<file path="src/rtl/data_stack_if.sv">
// Operand-side bus of the Forth data stack: op/data in, T/N/depth/flags out.
interface data_stack_if #(
    parameter int WIDTH = 16,
    parameter int DW    = 5
);
    logic [2:0]       stk_op;
    logic [WIDTH-1:0] din;
    logic             err_clr;
    logic [WIDTH-1:0] T;
    logic [WIDTH-1:0] N;
    logic [DW-1:0]    depth;
    logic             ovf;
    logic             unf;

    modport master (
        output stk_op, din, err_clr,
        input  T, N, depth, ovf, unf
    );

    modport slave (
        input  stk_op, din, err_clr,
        output T, N, depth, ovf, unf
    );
endinterface

</file>
<file path="src/rtl/data_stack.sv">
// Forth data stack: T and N in registers, deeper entries spilled to an array.
// Build option DSTACK_GUARD_EN enables overflow/underflow checking and op suppression.
module data_stack #(
    parameter int WIDTH = 16,
    parameter int DEPTH = 16,
    parameter int DW    = 5
) (
    input logic        clk,
    input logic        rst,
    data_stack_if.slave bus
);
    localparam int AW = (DEPTH - 2 > 1) ? $clog2(DEPTH - 2) : 1;

`ifdef DSTACK_GUARD_EN
    localparam bit GUARD = 1'b1;
`else
    localparam bit GUARD = 1'b0;
`endif

    localparam logic [2:0] OP_SET_T   = 3'd1;
    localparam logic [2:0] OP_PUSH    = 3'd2;
    localparam logic [2:0] OP_POP     = 3'd3;
    localparam logic [2:0] OP_POP_SET = 3'd4;
    localparam logic [2:0] OP_SWAP    = 3'd5;

    logic [WIDTH-1:0] arr_r [DEPTH-2];
    logic [WIDTH-1:0] t_r, n_r, t_nxt_s, n_nxt_s, fill_s;
    logic [DW-1:0]    depth_r, depth_nxt_s;
    logic             ovf_r, unf_r, ovf_hit_s, unf_hit_s, spill_s;
    logic [AW-1:0]    spill_idx_s, sp_idx_s;

    // Array index wraps modulo the spill array size; a no-op when guarded.
    function automatic logic [AW-1:0] wrap_idx(input logic [DW-1:0] v);
        return AW'(v % DW'(DEPTH - 2));
    endfunction

    assign spill_idx_s = wrap_idx(depth_r - DW'(2));
    assign sp_idx_s    = wrap_idx(depth_r - DW'(3));

    // Refill source for N: third entry when it exists, otherwise a clean zero.
    always_comb begin
        if (depth_r >= DW'(3)) begin
            fill_s = arr_r[sp_idx_s];
        end else begin
            fill_s = '0;
        end
    end

    // Next-state decode of the stack op, with fault suppression when guarded.
    always_comb begin
        t_nxt_s     = t_r;
        n_nxt_s     = n_r;
        depth_nxt_s = depth_r;
        spill_s     = 1'b0;
        ovf_hit_s   = 1'b0;
        unf_hit_s   = 1'b0;
        case (bus.stk_op)
            OP_SET_T: begin
                if (GUARD && depth_r == DW'(0)) begin
                    unf_hit_s = 1'b1;
                end else begin
                    t_nxt_s = bus.din;
                end
            end
            OP_PUSH: begin
                if (GUARD && depth_r == DW'(DEPTH)) begin
                    ovf_hit_s = 1'b1;
                end else begin
                    t_nxt_s     = bus.din;
                    n_nxt_s     = t_r;
                    depth_nxt_s = depth_r + DW'(1);
                    spill_s     = (depth_r >= DW'(2));
                end
            end
            OP_POP: begin
                if (GUARD && depth_r == DW'(0)) begin
                    unf_hit_s = 1'b1;
                end else begin
                    t_nxt_s     = n_r;
                    n_nxt_s     = fill_s;
                    depth_nxt_s = depth_r - DW'(1);
                end
            end
            OP_POP_SET: begin
                if (GUARD && depth_r < DW'(2)) begin
                    unf_hit_s = 1'b1;
                end else begin
                    t_nxt_s     = bus.din;
                    n_nxt_s     = fill_s;
                    depth_nxt_s = depth_r - DW'(1);
                end
            end
            OP_SWAP: begin
                if (GUARD && depth_r < DW'(2)) begin
                    unf_hit_s = 1'b1;
                end else begin
                    t_nxt_s = n_r;
                    n_nxt_s = t_r;
                end
            end
            default: begin
                t_nxt_s = t_r;
            end
        endcase
    end

    // Stack registers and sticky flags; a new fault beats err_clr.
    always_ff @(posedge clk or posedge rst) begin
        if (rst) begin
            t_r     <= '0;
            n_r     <= '0;
            depth_r <= '0;
            ovf_r   <= 1'b0;
            unf_r   <= 1'b0;
        end else begin
            t_r     <= t_nxt_s;
            n_r     <= n_nxt_s;
            depth_r <= depth_nxt_s;
            ovf_r   <= ovf_hit_s | (ovf_r & ~bus.err_clr);
            unf_r   <= unf_hit_s | (unf_r & ~bus.err_clr);
        end
    end

    // Spill array write port; contents need no reset.
    always_ff @(posedge clk) begin
        if (spill_s) begin
            arr_r[spill_idx_s] <= n_r;
        end
    end

    assign bus.T     = t_r;
    assign bus.N     = n_r;
    assign bus.depth = depth_r;
    assign bus.ovf   = ovf_r;
    assign bus.unf   = unf_r;
endmodule

</file>
<file path="src/flat_wrapper.sv">
// flat-port wrapper written by rule: the top's interface ports become plain ports
module data_stack_flat 
#(
    parameter int WIDTH = 16,
    parameter int DEPTH = 16,
    parameter int DW    = 5
)
  (clk, rst, bus_stk_op, bus_din, bus_err_clr, bus_T, bus_N, bus_depth, bus_ovf, bus_unf);
  data_stack_if #(.WIDTH(WIDTH), .DW(DW)) bus_i ();
  input logic clk;
  input logic rst;
  input wire logic [$bits(bus_i.stk_op)-1:0] bus_stk_op;
  input wire logic [$bits(bus_i.din)-1:0] bus_din;
  input wire logic [$bits(bus_i.err_clr)-1:0] bus_err_clr;
  output wire logic [$bits(bus_i.T)-1:0] bus_T;
  output wire logic [$bits(bus_i.N)-1:0] bus_N;
  output wire logic [$bits(bus_i.depth)-1:0] bus_depth;
  output wire logic [$bits(bus_i.ovf)-1:0] bus_ovf;
  output wire logic [$bits(bus_i.unf)-1:0] bus_unf;
  assign bus_i.stk_op = bus_stk_op;
  assign bus_i.din = bus_din;
  assign bus_i.err_clr = bus_err_clr;
  assign bus_T = bus_i.T;
  assign bus_N = bus_i.N;
  assign bus_depth = bus_i.depth;
  assign bus_ovf = bus_i.ovf;
  assign bus_unf = bus_i.unf;
  data_stack #(.WIDTH(WIDTH), .DEPTH(DEPTH), .DW(DW)) u_core (.clk(clk), .rst(rst), .bus(bus_i));
endmodule
</file>
<file path="config.mk">
export PLATFORM = sky130hd
export DESIGN_NAME = data_stack_flat
export DESIGN_NICKNAME = d
export VERILOG_FILES = /design/src/rtl/data_stack_if.sv /design/src/rtl/data_stack.sv /design/src/flat_wrapper.sv
export SDC_FILE = /design/constraint.sdc
export NUM_CORES = 1
export LEC_CHECK = 0
export ABC_AREA = 1
export CORE_AREA = 10 10 228 230
export DETAILED_ROUTE_END_ITERATION = 8
export DIE_AREA = 0 0 238 240
export DONT_BUFFER_PORTS = 1
export SYNTH_ARGS = -nofsm -noshare
export SYNTH_HDL_FRONTEND = slang
export SYNTH_SLANG_ARGS = --single-unit
</file>
<file path="constraint.sdc">
create_clock -name clk -period 4.5 [get_ports clk]
set_clock_uncertainty 0.1 [all_clocks]
set_input_delay 0.9 -clock clk [delete_from_list [all_inputs] [get_ports clk]]
set_output_delay 0.9 -clock clk [all_outputs]
set_load 0.005 [all_outputs]
</file>
==> key figures <==
Outcome
  – Status: completed

Layout
  – Layout cell share with drive strength beyond 1: 0.0896
  – Antenna Cells: 0
  – Final net count: 1,188
  – Area Growth Syn to Fin: 13.2%

Global routing
  – Gr ovfl total: 0
  – Initial antenna violation count: 1
  – Largest net degree at the start of global routing: 111
  – Vias in the first global route: 8,101
  – Total track usage: 0.106
  – First-pass GRT wire length: 48,100 um

Clock tree
  – Clk slew on worst S/H paths: 0.06 ns
  – CTS tree: done
  – # clock sinks: 263
  – Clock Latency Late Sink: about 0.54 ns
  – Clock root buffer: clkbuf_16
  – CTS Buffer Depth: 3
  – Post-CTS sizing: 0
  – # hold bufs at CTS: 0
  – H-Tree Depth: 1
  – TritonCTS Buffers: 26
  – Post-CTS setup-driven buffer insertion count: 0

Synthesis
  – Compound-Gate Fraction of Synth Area: 0.0324
  – Main flop type after synthesis: edfxtp_1
  – Synth Area in Simple Gates: 0.247
  – Number of flops mapped to enable cells by yosys: 224
  – Count leader, synth: nand2_1
  – Top post-synthesis cells by area: edfxtp_1 (58%), nand2_1 (16%), dfrtp_1 (8.4%), nand3_1 (4.5%), nor2_1 (2.5%)
  – Post-Syn Instances: approximately 1,100
  – Synth unique cells: 37
  – Async set-reset flop share out of synthesis: 0.148
  – Post-synth top cells: nand2_1 (492), edfxtp_1 (224), nand3_1 (105)
  – Syn nets: approximately 1,200
  – Cell Area, Synth: around 12,000 sq um
  – Flops & latches, synth: between 200 and 300
  – Largest family of logic cells by synthesized area: simple AND/OR/NAND/NOR gates
  – Mux cell area share after synthesis: 0.00515
  – Synth warnings: 0
  – Top cell type's share of synthesized area: 0.576
  – Post-Synth XOR/XNOR Area: 0.00740
  – Yosys top cell by area: edfxtp_1
  – Syn_area_per_cell: 10.2 sq um
  – Post-synthesis adder-cell area fraction: 0.0157
  – Sequential share of the synthesized area: 0.660

Place
  – RePlAce Congestion: 0.861
  – # port buffers: 0
  – Detailed Place HPWL: 19,600 um
  – Post-Place Worst Slack: 0.549 ns

Route
  – Vias: 8,062
  – First-pass DRT Iterations: 5
  – ANT nets after route: 0
  – Via density per instance: between 4 and 5
  – Met3 routed WL: 2400 um
  – DR top layer: met4
  – Number of DRC markers in iteration 0: 786
  – Residual DRC count: 0
  – DRT Wirelength: 30,700 um
  – Avg WL per Cell: 17.2 um
  – Met1 wire length: 13,400 um
  – WL met2: 14,400 um

Critical path
  – Bufs and invs on worst path: 3
  – RR Startpoint: u_core.bus.depth[0]
  – Critical Path RT: 4.81 ns
  – Setup slack, reg-to-reg: 0.56 ns
  – Slowest-stage cell, CP: dfrtp_4
  – Reg-to-Reg End: u_core.bus.N[7]
  – WP depth: 23
  – Critical path type: reg2reg
  – CP Max Fanout: 29
  – Startpoint Class: register
  – CP Capture Type: register
  – CP Cell Sequence: ha_1 > inv_1 > nand2_1 > nand2_1 > inv_1 > ha_1 > nand3_2 > nand2_1 > nand2_2 > ha_1 > nand2_1 > nand2_1 > nand2_2 > nand3b_1 > nand2_4 > inv_2 > nand3_1 > nand2_1 > nand2_1 > nand3_1 > nand2_1 > nand2_1 > nand2_1
  – Critical path arrival: 4.25 ns
  – CP Capture Point: u_core.bus.N[7]
  – Top cell by count, worst path: nand2_1
  – Origin of the worst setup path: u_core.bus.depth[0]
  – Register-to-Register Path Depth: 23
  – CP peak stage delay: 0.64 ns
  – CP top delay family: simple AND/OR/NAND/NOR gates

Die
  – Site row count: 80
  – Die area: 57,100 sq um
  – Core Box Area: 47,300 sq um
  – Initial Util: 0.246
  – Chip Height: 240 um
  – Die X: approximately 240 um
  – Num ports: 61

Run
  – Max Cap Viol: 0

Hold path
  – Hold WC Path Type: in2async

STA
  – Fmax: 254 MHz
  – Hold Fails Final Rpt: 0
  – Setup Total Neg Slack: 0 ns
  – Slew of the pin with the lowest slew margin: between 1 and 1.5 ns
  – Setup ws final: 0.563 ns
  – Period utilization: 0.875
  – RSZ-0062 raised after global routing: no
  – Crit path time final: 3.94 ns
  – Setup violations, final: 0
  – Slew headroom: 0.143
  – Slew Viols, Final: 0
-- worst reg2reg max path, cell delays in order (launching register included) --
cell,delay (ns)
dfrtp_4,0.64
ha_1,0.29
inv_1,0.11
nand2_1,0.06
nand2_1,0.09
inv_1,0.06
ha_1,0.21
nand3_2,0.11
nand2_1,0.08
nand2_2,0.10
ha_1,0.19
nand2_1,0.06
nand2_1,0.07
nand2_2,0.10
nand3b_1,0.15
nand2_4,0.17
inv_2,0.52
nand3_1,0.27
nand2_1,0.14
nand2_1,0.05
nand3_1,0.07
nand2_1,0.05
nand2_1,0.05
nand2_1,0.08
-- logic make-up (layout without fill, tap and decap cells) --
| kind of cell | count (synthesis) | count (layout) |
|---|---|---|
| AO/OA/AOI/OAI | 65 | 65 |
| XOR/XNOR | 9 | 9 |
| adder cells (fa/ha/maj) | 14 | 14 |
| buffers and inverters | 84 | 114 |
| flip-flops | 263 | 263 |
| multiplexers | 6 | 6 |
| AND/OR/NAND/NOR | 701 | 701 |
-- sequential cells by signal, indices dropped and copies added (netlist names) --
name,flops
u_core.bus.ovf,1
u_core.bus.unf,1
u_core.bus.depth,5
u_core.bus.T,16
u_core.bus.N,16
u_core.arr_r,224
-- stage by stage --
stage                     utilization  instances  area [sq um]  hold WS, ns
after floorplan                     -       1142         11700        0.381
after global placement          0.263       1739         12500        0.395
after detailed placement        0.263       1739         12500        0.415
after CTS                       0.279       1787         13200        0.271
after global routing            0.279       1787         13200        0.302
final                           0.279       1787         13200        0.259
-- worst min path at each step --
| stage | start | endpoint | depth (start not counted) |
|---|---|---|---|
| after detailed placement | u_core.bus.N[1] | u_core.bus.N[1] | 2 |
| after CTS | rst | u_core.bus.T[10] | 1 |
| after global routing | rst | u_core.bus.T[11] | 1 |
| after floorplan | u_core.bus.ovf | u_core.bus.ovf | 2 |
| after global placement | u_core.bus.N[1] | u_core.bus.N[1] | 2 |
| final | rst | u_core.bus.ovf | 1 |
-- area by class of cell --
cell class,instances,area (sq um)
well taps,615,769
flip-flops and latches,263,7710
repair buffers,36,270
fillers,4879,34100
clock inverters,7,45.0
multi-input cells,795,3590
inverters,30,114
clock buffers,41,717
-- routing by layer --
metal / up-vias / global-route usage
li1: 3845 / -
met3: 35 / 0.0234
met4: 0 / 0.0249
met2: 276 / 0.177
met1: 3906 / 0.138
met5: - / 0
-- cells in the final DEF (no fill, tap or decap), types with 17 or more instances in the layout --
cell type	Yosys	final
inv_1	26	25
o21ai_0	19	19
nand3_1	105	105
nor2_1	78	77
a21oi_1	17	17
clkbuf_16	0	26
nand2_1	492	492
edfxtp_1	224	224
dfrtp_1	39	38
buf_4	4	36
Power is not shown: default switching activity piles up to over one toggle a cycle in this logic, so the estimate is an artifact.
